**config.mk**
```make
export PLATFORM = sky130hd
export DESIGN_NAME = jk_bank_sequencer
export DESIGN_NICKNAME = d
export VERILOG_FILES = /design/src/rtl/jk_bank_sequencer.sv
export SDC_FILE = /design/constraint.sdc
export NUM_CORES = 1
export LEC_CHECK = 0
export CAP_MARGIN = 40
export CORE_ASPECT_RATIO = 0.9
export CORE_MARGIN = 1
export CORE_UTILIZATION = 44
export DETAILED_ROUTE_END_ITERATION = 10
export GPL_ROUTABILITY_DRIVEN = 0
export GPL_TIMING_DRIVEN = 0
export HOLD_SLACK_MARGIN = 0.12
export PLACE_DENSITY = 0.74
export SLEW_MARGIN = 0
export SYNTH_ARGS = -nofsm -noshare
export SYNTH_HDL_FRONTEND = slang
export SYNTH_SLANG_ARGS = --single-unit
```
**constraint.sdc**
```tcl
create_clock -name clk -period 1.9 [get_ports clk]
set_input_delay 0.285 -clock clk [delete_from_list [all_inputs] [get_ports clk]]
set_output_delay 0.285 -clock clk [all_outputs]
set_load 0.01 [all_outputs]
```
**src/rtl/jk_bank_sequencer.sv**
```systemverilog
// Sequences an external bank of J-K flip-flops as a loadable up/down counter under command control.
// Accept-to-done: NOP 1 cycle, LOAD 2 cycles, UP/DOWN steps+1 cycles (1 cycle when steps==0).
// cmd_ready is high only in IDLE; a command offered while busy is not queued and must be held.
module jk_bank_sequencer #(
   parameter int WIDTH  = 4,
   parameter int STEP_W = 8
) (
   input  logic              clk,
   input  logic              clr,
   input  logic              cmd_valid,
   output logic              cmd_ready,
   input  logic [1:0]        cmd_op,
   input  logic [WIDTH-1:0]  cmd_data,
   input  logic [STEP_W-1:0] cmd_steps,
   input  logic [WIDTH-1:0]  q_in,
   output logic [WIDTH-1:0]  j,
   output logic [WIDTH-1:0]  k,
   output logic              busy,
   output logic              done,
   output logic              wrap
);

   localparam logic [1:0] OP_NOP  = 2'b00;
   localparam logic [1:0] OP_LOAD = 2'b01;
   localparam logic [1:0] OP_UP   = 2'b10;
   localparam logic [1:0] OP_DOWN = 2'b11;

   typedef enum logic [1:0] {
      S_IDLE,
      S_LOAD,
      S_COUNT,
      S_DONE
   } state_t;

   // Command fields held for the whole operation.
   typedef struct packed {
      logic [1:0]       op;
      logic [WIDTH-1:0] data;
   } cmd_t;

   state_t            state;
   cmd_t              cmd_q;
   logic [STEP_W-1:0] remaining;
   logic              accept;
   logic              count_up;
   logic              count_down;
   logic              wrap_now;
   logic [WIDTH-1:0]  toggle;

   assign accept     = cmd_valid && (state == S_IDLE);
   assign count_up   = (cmd_q.op == OP_UP);
   assign count_down = (cmd_q.op == OP_DOWN);

   // The bank rolls over on this edge when every bit toggles: all ones going up, all zeros going down.
   assign wrap_now   = (count_up && (&q_in)) || (count_down && ~(|q_in));

   // Ripple enable chain: a bit toggles when every lower bit is at its carry (up) or borrow (down) value.
   always_comb begin
      toggle    = '0;
      toggle[0] = 1'b1;
      for (int i = 1; i < WIDTH; i++) begin
         toggle[i] = toggle[i-1] & (count_up ? q_in[i-1] : ~q_in[i-1]);
      end
   end

   // Bank drive: load pattern in LOAD, toggle chain in COUNT, hold (J=K=0) everywhere else.
   always_comb begin
      j = '0;
      k = '0;
      unique case (state)
         S_LOAD: begin
            j = cmd_q.data;
            k = ~cmd_q.data;
         end
         S_COUNT: begin
            j = toggle;
            k = toggle;
         end
         default: begin
            j = '0;
            k = '0;
         end
      endcase
   end

   assign cmd_ready = (state == S_IDLE);
   assign busy      = (state != S_IDLE);

   // Control FSM with registered done/wrap pulses; clr shares the bank's asynchronous clear.
   always_ff @(posedge clk or posedge clr) begin
      if (clr) begin
         state     <= S_IDLE;
         cmd_q     <= '0;
         remaining <= '0;
         done      <= 1'b0;
         wrap      <= 1'b0;
      end else begin
         done <= 1'b0;
         wrap <= 1'b0;
         unique case (state)
            S_IDLE: begin
               if (accept) begin
                  cmd_q.op   <= cmd_op;
                  cmd_q.data <= cmd_data;
                  remaining  <= cmd_steps;
                  unique case (cmd_op)
                     OP_NOP: begin
                        state <= S_DONE;
                        done  <= 1'b1;
                     end
                     OP_LOAD: begin
                        state <= S_LOAD;
                     end
                     default: begin
                        // Zero-length count completes immediately without touching the bank.
                        if (cmd_steps == '0) begin
                           state <= S_DONE;
                           done  <= 1'b1;
                        end else begin
                           state <= S_COUNT;
                        end
                     end
                  endcase
               end
            end
            S_LOAD: begin
               state <= S_DONE;
               done  <= 1'b1;
            end
            S_COUNT: begin
               // remaining is at least 1 here, so the decrement never underflows.
               remaining <= remaining - STEP_W'(1);
               wrap      <= wrap_now;
               if (remaining == STEP_W'(1)) begin
                  state <= S_DONE;
                  done  <= 1'b1;
               end
            end
            default: begin
               state <= S_IDLE;
            end
         endcase
      end
   end

endmodule
```
* Word level (Yosys, flattened, before mapping)
Cells that the tools add are included.
** Operators by class
- Add/subtract/negate cells :: 1
- $mul :: 0
- Div/mod/pow operators :: 0
- Order comparisons :: 0
- Equal/unequal tests :: 8
- Shifts and indexed selects :: 0
- Muxes and demuxes :: 18
- Bitwise operators :: 7
- Reduce and logical (&&, ||, !) cells :: 14
** Operators with widths (number)
- $pmux W4 S2 :: 2
- $pmux W8 S2 :: 1
- $eq A8 B1 Y1 const B :: 1
- $logic_not A8 Y1 :: 1
- $mux W1 :: 8
- $mux W8 :: 1
- $sub A8 B1 Y8 const B :: 1
- $eq A2 B2 Y1 const B :: 3
- $pmux W2 S3 :: 1
- $reduce_and A2 Y1 :: 3
- $eq A2 B1 Y1 const B :: 2
- $logic_not A2 Y1 :: 2
- $mux W2 :: 2
- $not A1 Y1 :: 4
- $not A4 Y4 :: 1
- $pmux W2 S2 :: 1
- $reduce_and A4 Y1 :: 1
- $reduce_bool A2 Y1 :: 2
- $reduce_or A4 Y1 :: 1
- $logic_and A1 B1 Y1 :: 3
- $pmux W1 S3 :: 1
- $and A1 B1 Y1 :: 2
- $ne A2 B1 Y1 const B :: 1
- $ne A2 B2 Y1 const B :: 1
- 2 further kinds :: 2
** Storage, ports and cells
- Bits in registers :: 18
- Latch bits :: 0
- RAM bits :: 0
- Bits in read-only memories :: 0
- Input bits :: 21
- Output and inout bits :: 12
- Word-level logic and storage cells :: 54
- Memories :: 0

* Longest topological paths before layout
Gate-level depths: netlist of run 1.
- Depth in word-level cells :: 5
- Mapped depth :: 7
- Mapped depth without buffers :: 6

* Least setup slack after synthesis of run 1
No wires, ideal clock.
- Path kind :: register to output
- Start :: reg state[0]
- End :: out j[1]
- Data arrival time :: 1.458 ns
- Required time :: 1.615 ns
- Slack :: 0.157 ns
- Cell stages (with the launch flop) :: 7
- Buffers on the path :: 2
- Cell sequence :: dfrtp_1 inv_1 ha_1 buf_2 buf_2 nand2_1 a21boi_0
** On the way
- Word-level cells in the longest chain between the ends :: 2
- Elaborated cells between the ends (all ways) :: 3
- Those cells by class :: eq/ne: 2; mux: 1
** Ends and longest elaborated chain
- start: declaration :: RTL line 41 : state_t state;
- start signal: assignment :: RTL line 92 : state <= S_IDLE;
- start signal: assignment :: RTL line 108 : state <= S_DONE;
- start signal: assignment :: RTL line 112 : state <= S_LOAD;
- $eq A2 B2 Y1 / $eq A2 B1 Y1 (equally long branches) :: RTL line 70 : unique case (state)
- $pmux W4 S2 (*) :: RTL line 70
- end: declaration :: RTL line 16 : output logic [WIDTH-1:0] j,
Every way passes the cells marked *; elsewhere a longest branch is shown, timed or not.

* Worst setup path in the final report of run 1
Ends and elaborated chain as after synthesis.

==> metrics.txt, run 1 <==
Chip Height=52.44 µm; DR iter-0 viols=74; initial antenna violation count=0; GRT busiest layer=met2; fmax=0.5439 GHz; Total GRT Usage=22.25%; CP max stage delay=0.43 ns; fraction of layout cells with a size suffix above 1=26.20%; largest family of logic cells by synthesized area=compound AO/OA/AOI/OAI gates; global-route wire length before repair=5.009 mm; H-tree levels=1; CP max stage cell=dfrtp_1; Crit. End Element=primary output; startpoint type of the worst setup path=flop; crit-path cells=inv_2 > ha_4 > buf_8 > buf_8 > nand2_1 > a21boi_1 > buf_2; CTS Buf Count=3; Crit path arrival time=1.55 ns; clock slew at reported path FFs=0.11 ns; Pleak=0.7541 nW; total length of routed wires=3.220 mm; final worst path period need=1.838 ns; Relative slew margins=53.78%; Cell variety after synth=35; Layout Skew=0.003324 ns; Worst-Skew Late Latency=0.30 ns; Post-Synthesis Cells=143; Critical Path RT=1.62 ns; Worst Tran Pin Value=0.6926 ns; Die Area=3043 µm²; total gr overflow=0; I/O pin cnt=33; dominant cells by area after synthesis=dfrtp_1, ha_1, mux2_2; CP Class=flop to primary output; WHS=0.3805 ns; Synth Warn #=0; compound-cell area share of the yosys netlist=24.75%; Tot Pwr=0.002835 W; Netlist Area Pre-Place=1244 µm²; Pins Over Slew Limit=0; Post-Synth Adder-Cell Area=6.036%; DRC viols=1; worst-case clock buffer depth=2; Vias/cell=5.449; Chip Width=58.04 µm; CTS tree=done; detailed placer's ending HPWL=2.307 mm; post-synthesis mux area share=7.042%; Area Overhead vs Synth=42.25%; met2 global-route usage=37.16%; CP dominant cell by count=buf_8; max-cap viol count=0; failing checks=DRC; final hold vios=0; mean area per synthesized cell=8.697 µm²; Syn Nets=170; post-route ant nets=0; maximum vdd drop=971.2 µV; DRT Pass-1 Iters=7; Post-Synth XOR/XNOR Area=0.7042%; met3 usage=5.679%; final period utilization=96.76%; antenna cells=0; PwrDens=1602 nW/µm²; final setup fails=0; post-synthesis sequential area ratio=36.22%; vias in the first global route=1,135; Initial Util=48.32%; largest net degree at the start of global routing=19; Cell Rows=17; Root Buffer=clkbuf_4; Design Area, Final=1769 µm²; Post-Synth Simple-Gate Area=19.32%; Placed Area=1612 µm²; GR Util met1=27.96%; # hold bufs at CTS=0; leading cell types in the layout, fill and taps excluded=clkdlybuf4s50_1, dfrtp_1, nand2_1; IO Port Bufs=32; Yosys top cell area share=36.22%; RSZ-0062 raised after global routing=yes; fin util=68.74%; WL/cell=14.31 µm; Worst R2R Path Depth=7; commonest non-fill, non-tap cell in the layout=clkdlybuf4s50_1; Post-layout nets=215; CTS sink count=18; outcome=complete, but fails checks; HP Class=primary input to async pin; #FFs+latches synth=18; Worst Path Max Fanout=7; via count=1,226; cell taking the most area after synthesis=dfrtp_1; core area=2574 µm²
## routing by layer
layer  wire length (µm)  vias up
met5                  0        -
met4                 26        0
met3                174        2
met2               1591       39
met1               1428      583
li1                   -      602
## flip-flops by register name (all words and copies together) (netlist names)
signal / cells
remaining: 8
state: 2
done: 1
cmd_q: 6
wrap: 1
## timing repair
| action | CTS | global route |
|---|---|---|
| endpoints found under the setup margin | 13 | 11 |
| buffers inserted | 6 | 3 |
| resized for setup | 51 | 22 |
| pin swaps | 4 | 3 |
## synthesized netlist by cell type
master     number
nor2b_1         2
nand2_1        13
mux2i_1         2
a31oi_1         2
nor3b_1         4
a21boi_1        1
dfrtp_1        18
a41oi_1         3
a21boi_0        7
a21oi_1        12
or4_1           2
nor4_1          1
o22ai_1         4
o41ai_2         1
o22a_1          3
nand2b_1        7
nand3_1         4
buf_4           1
o21ai_1         2
inv_1          10
o21a_1          1
nand2_2         1
o2111ai_1       1
nor2_1          9
mux2_2          6
or3_1           2
o21ai_0         6
o211a_1         1
buf_2           5
clkbuf_1        1
ha_1            6
xor2_1          1
nand4_1         1
nor3_1          1
o31ai_1         2
## power breakdown
group	switching (W)	internal, W	leakage [nW]	total, W
logic	0.000923	0.000949	0.522	0.00187
registers	0.000155	0.000566	0.211	0.000721
clock network	0.000126	0.000117	0.0210	0.000242
total	0.00120	0.00163	0.754	0.00283
## final cells by class
type                            instances  area [µm²]
Clock buffer                            4       36.28
Inverter                               10       37.54
Timing Repair Buffer                   41       349.1
Tap cell                               38       47.55
Multi-Input combinational cell        108       793.3
Buffer                                  6       55.05
Fill cell                             217       804.5
Sequential cell                        18       450.4
## worst paths after layout
path / slack (ns) / startpoint / endpoint
worst max-delay path: 0.06 / state[0] / j[1]
worst max register to register: 0.14 / state[1] / state[0]
worst min-delay path: 0.38 / clr / cmd_q[2]
min in group clk: 0.53 / remaining[1] / remaining[1]
worst min register to register: 0.53 / remaining[1] / remaining[1]
max in group asynchronous: 1.08 / clr / remaining[2]
## metrics by stage
step	setup WS, ns	TNS, ns	cells
finish	0.06157	0	225
global route	-0.01959	-0.01975	225
CTS	-0.01755	-0.03227	223
floorplan	0.1575	0	143
global placement	-0.5349	-2.915	213
detailed placement	-0.6219	-3.527	213
## critical path: cells and delay by family (launching register included)
kind	cells	cell delay [ns]
compound gates	1	0.14
fa+ha+maj	1	0.15
buf+inv	4	0.47
flops	1	0.43
simple gates	1	0.07
## cells by family after synthesis
logic type / Yosys count
simple gates: 47
fa+ha+maj: 6
flops: 18
compound gates: 46
xor+xnor: 1
buf+inv: 17
mux: 8
Power figures use the tool's default switching activity.
==> inputs of run 2 (changes only) <==
==> constraint.sdc (replaced) <==
create_clock -name clk -period 1.9 [get_ports clk]
set_input_delay 0.285 -clock clk [delete_from_list [all_inputs] [get_ports clk]]
set_output_delay 0.285 -clock clk [all_outputs]
set_load 0.02 [all_outputs]
==> run 2 against run 1 <==
- the flow still finishes with violations (DRC)
- power is 6.1% higher
- clock power grew 2%
- hold slack lost 0.0081 ns
- combinational power increased by 9%
- sequential power hardly changed
- fmax grew 0.19%
- cell count rose by 0.89%
- global-route usage up 0.053 points
- critical path depth decreased by 1
- critical path type unchanged
- critical endpoint is now k[0]
- largest cell class unchanged
- largest power group unchanged
==> metrics.txt, run 2 (synthesized netlist as in run 1, its figures left out) <==
outcome=complete, but fails checks; failing checks=DRC; CP max stage cell=dfrtp_1; fmax=0.5450 GHz; Crit path max-delay family=buffers and inverters; Die Area=3043 µm²; max-cap viol count=0; switch share=44.11%; Chip Width=58.04 µm; PwrDens=1671 nW/µm²; RR Endpoint=state[0]; CTS Buf Count=3; fraction of layout cells with a size suffix above 1=27.51%; clock power share=8.2%; internal power=0.001681 W; Chip Height=52.44 µm; part of the power in registers=23.9%; Worst Tran Pin Value=0.6946 ns; Design Area, Final=1800 µm²; combinational group share of total power=67.9%; switching power=0.001327 W; Total GRT Usage=22.30%; R2R Setup Slk=0.12 ns; fin util=69.96%; Root Buffer=clkbuf_4; Worst Path Max Fanout=5; RSZ-0062 raised after global routing=yes; Initial Util=48.32%; CP Class=flop to primary output; I/O pin cnt=33; Pins Over Slew Limit=0; H-tree levels=1; Layout Skew=0.007167 ns; Placed Area=1612 µm²; final setup fails=0; Pleak=0.7694 nW; worst-case clock buffer depth=2; startpoint type of the worst setup path=flop; Crit path arrival time=1.55 ns; total length of routed wires=3.257 mm; final worst path period need=1.835 ns; Post-layout nets=217; Cell Rows=17; Area Overhead vs Synth=44.77%; Final WS setup=0.06512 ns; WHS=0.3724 ns; Worst-Skew Late Latency=0.30 ns; clock slew at reported path FFs=0.11 ns; pre-CTS setup slack=-0.6897 ns; DR iter-0 viols=80; HP Class=primary input to async pin; antenna cells=0; IO Port Bufs=32; largest net degree at the start of global routing=19; CP max stage delay=0.42 ns; Critical Path RT=1.62 ns; post-route ant nets=0; crit-path cells=inv_2 > ha_4 > buf_6 > clkinvlp_4 > a21boi_2 > buf_6; final hold vios=0; Largest regs=remaining: 8 flops, cmd_q: 6 flops, state: 2 flops; commonest non-fill, non-tap cell in the layout=clkdlybuf4s50_1; total gr overflow=0; via count=1,231; CP dominant cell by count=buf_6; Worst R2R Path Depth=8; WL/cell=14.35 µm; leading cell types in the layout, fill and taps excluded=clkdlybuf4s50_1, dfrtp_1, buf_4, a21oi_1, nand2_1; Crit. End Element=primary output; global-route wire length before repair=5.085 mm; # hold bufs at CTS=0; Relative slew margins=53.65%; initial antenna violation count=0; max reg flops=8; Vias/cell=5.423; core area=2574 µm²; CTS tree=done; DRT Pass-1 Iters=7; CTS sink count=18; final period utilization=96.57%; largest register by flop count=remaining; Worst Path Buf+Inv=4; DRC viols=1; fin cells=227; Inst Count DP=213; detailed placer's ending HPWL=2.307 mm; maximum vdd drop=1039 µV; vias in the first global route=1,134; Worst R2R Start=state[0]
-- run 2: cell count changes in the layout (fill, tap and decap cells not counted), moves of 2 or more --
cell | before | now
buf_4 | 8 | 12
inv_2 | 3 | 1
buf_2 | 8 | 6
buf_6 | 2 | 5
-- run 2: layout make-up --
class                   count  area [µm²]
inverters                  10       41.29
flip-flops and latches     18       450.4
well taps                  38       47.55
fillers                   220       773.2
repair buffers             43       374.1
plain buffers               6       47.55
multi-input cells         108       803.3
clock buffers               4       36.28
-- run 2: metal layers --
| layer | track usage [%] | part of all wire [%] | vias to the layer above |
|---|---|---|---|
| met3 | 5.679 | 4.7 | 4 |
| met5 | 0 | 0 | - |
| met2 | 36.78 | 48 | 28 |
| li1 | - | - | 606 |
| met1 | 28.88 | 47 | 593 |
| met4 | 6.349 | 0.77 | 0 |
-- run 2: power by group through the flow --
stage               Clock (W)  Combinational [W]  Sequential, W
floorplan                   0            0.00115       0.000695
global placement            0            0.00161       0.000710
detailed placement          0            0.00166       0.000720
CTS                  0.000247            0.00175       0.000704
global route         0.000261            0.00222       0.000744
finish               0.000246            0.00204       0.000720
-- run 2: what timing repair did --
| item | 4_1_cts | 5_1_grt |
|---|---|---|
| setup buffers | 6 | 5 |
| endpoints found under the setup margin | 13 | 13 |
| pin swaps | 4 | 3 |
| resized for setup | 58 | 30 |
-- run 2: worst max-delay path by stage --
stage | startpoint | to | slack, ns | cells after the start
finish | state[0] | k[0] | 0.07 | 6
global route | state[1] | j[1] | -0.005 | 7
CTS | state[0] | busy | 0.02 | 5
detailed placement | q_in[0] | k[3] | -0.69 | 6
global placement | q_in[0] | k[3] | -0.60 | 6
floorplan | state[0] | j[1] | -0.05 | 6
-- run 2: metrics by stage --
step / setup TNS [ns] / power (W)
after global routing: -0.006111 / 0.003222
after floorplan: -0.1020 / 0.001849
after CTS: 0 / 0.002702
after detailed placement: -4.070 / 0.002381
after global placement: -3.458 / 0.002321
final: 0 / 0.003008
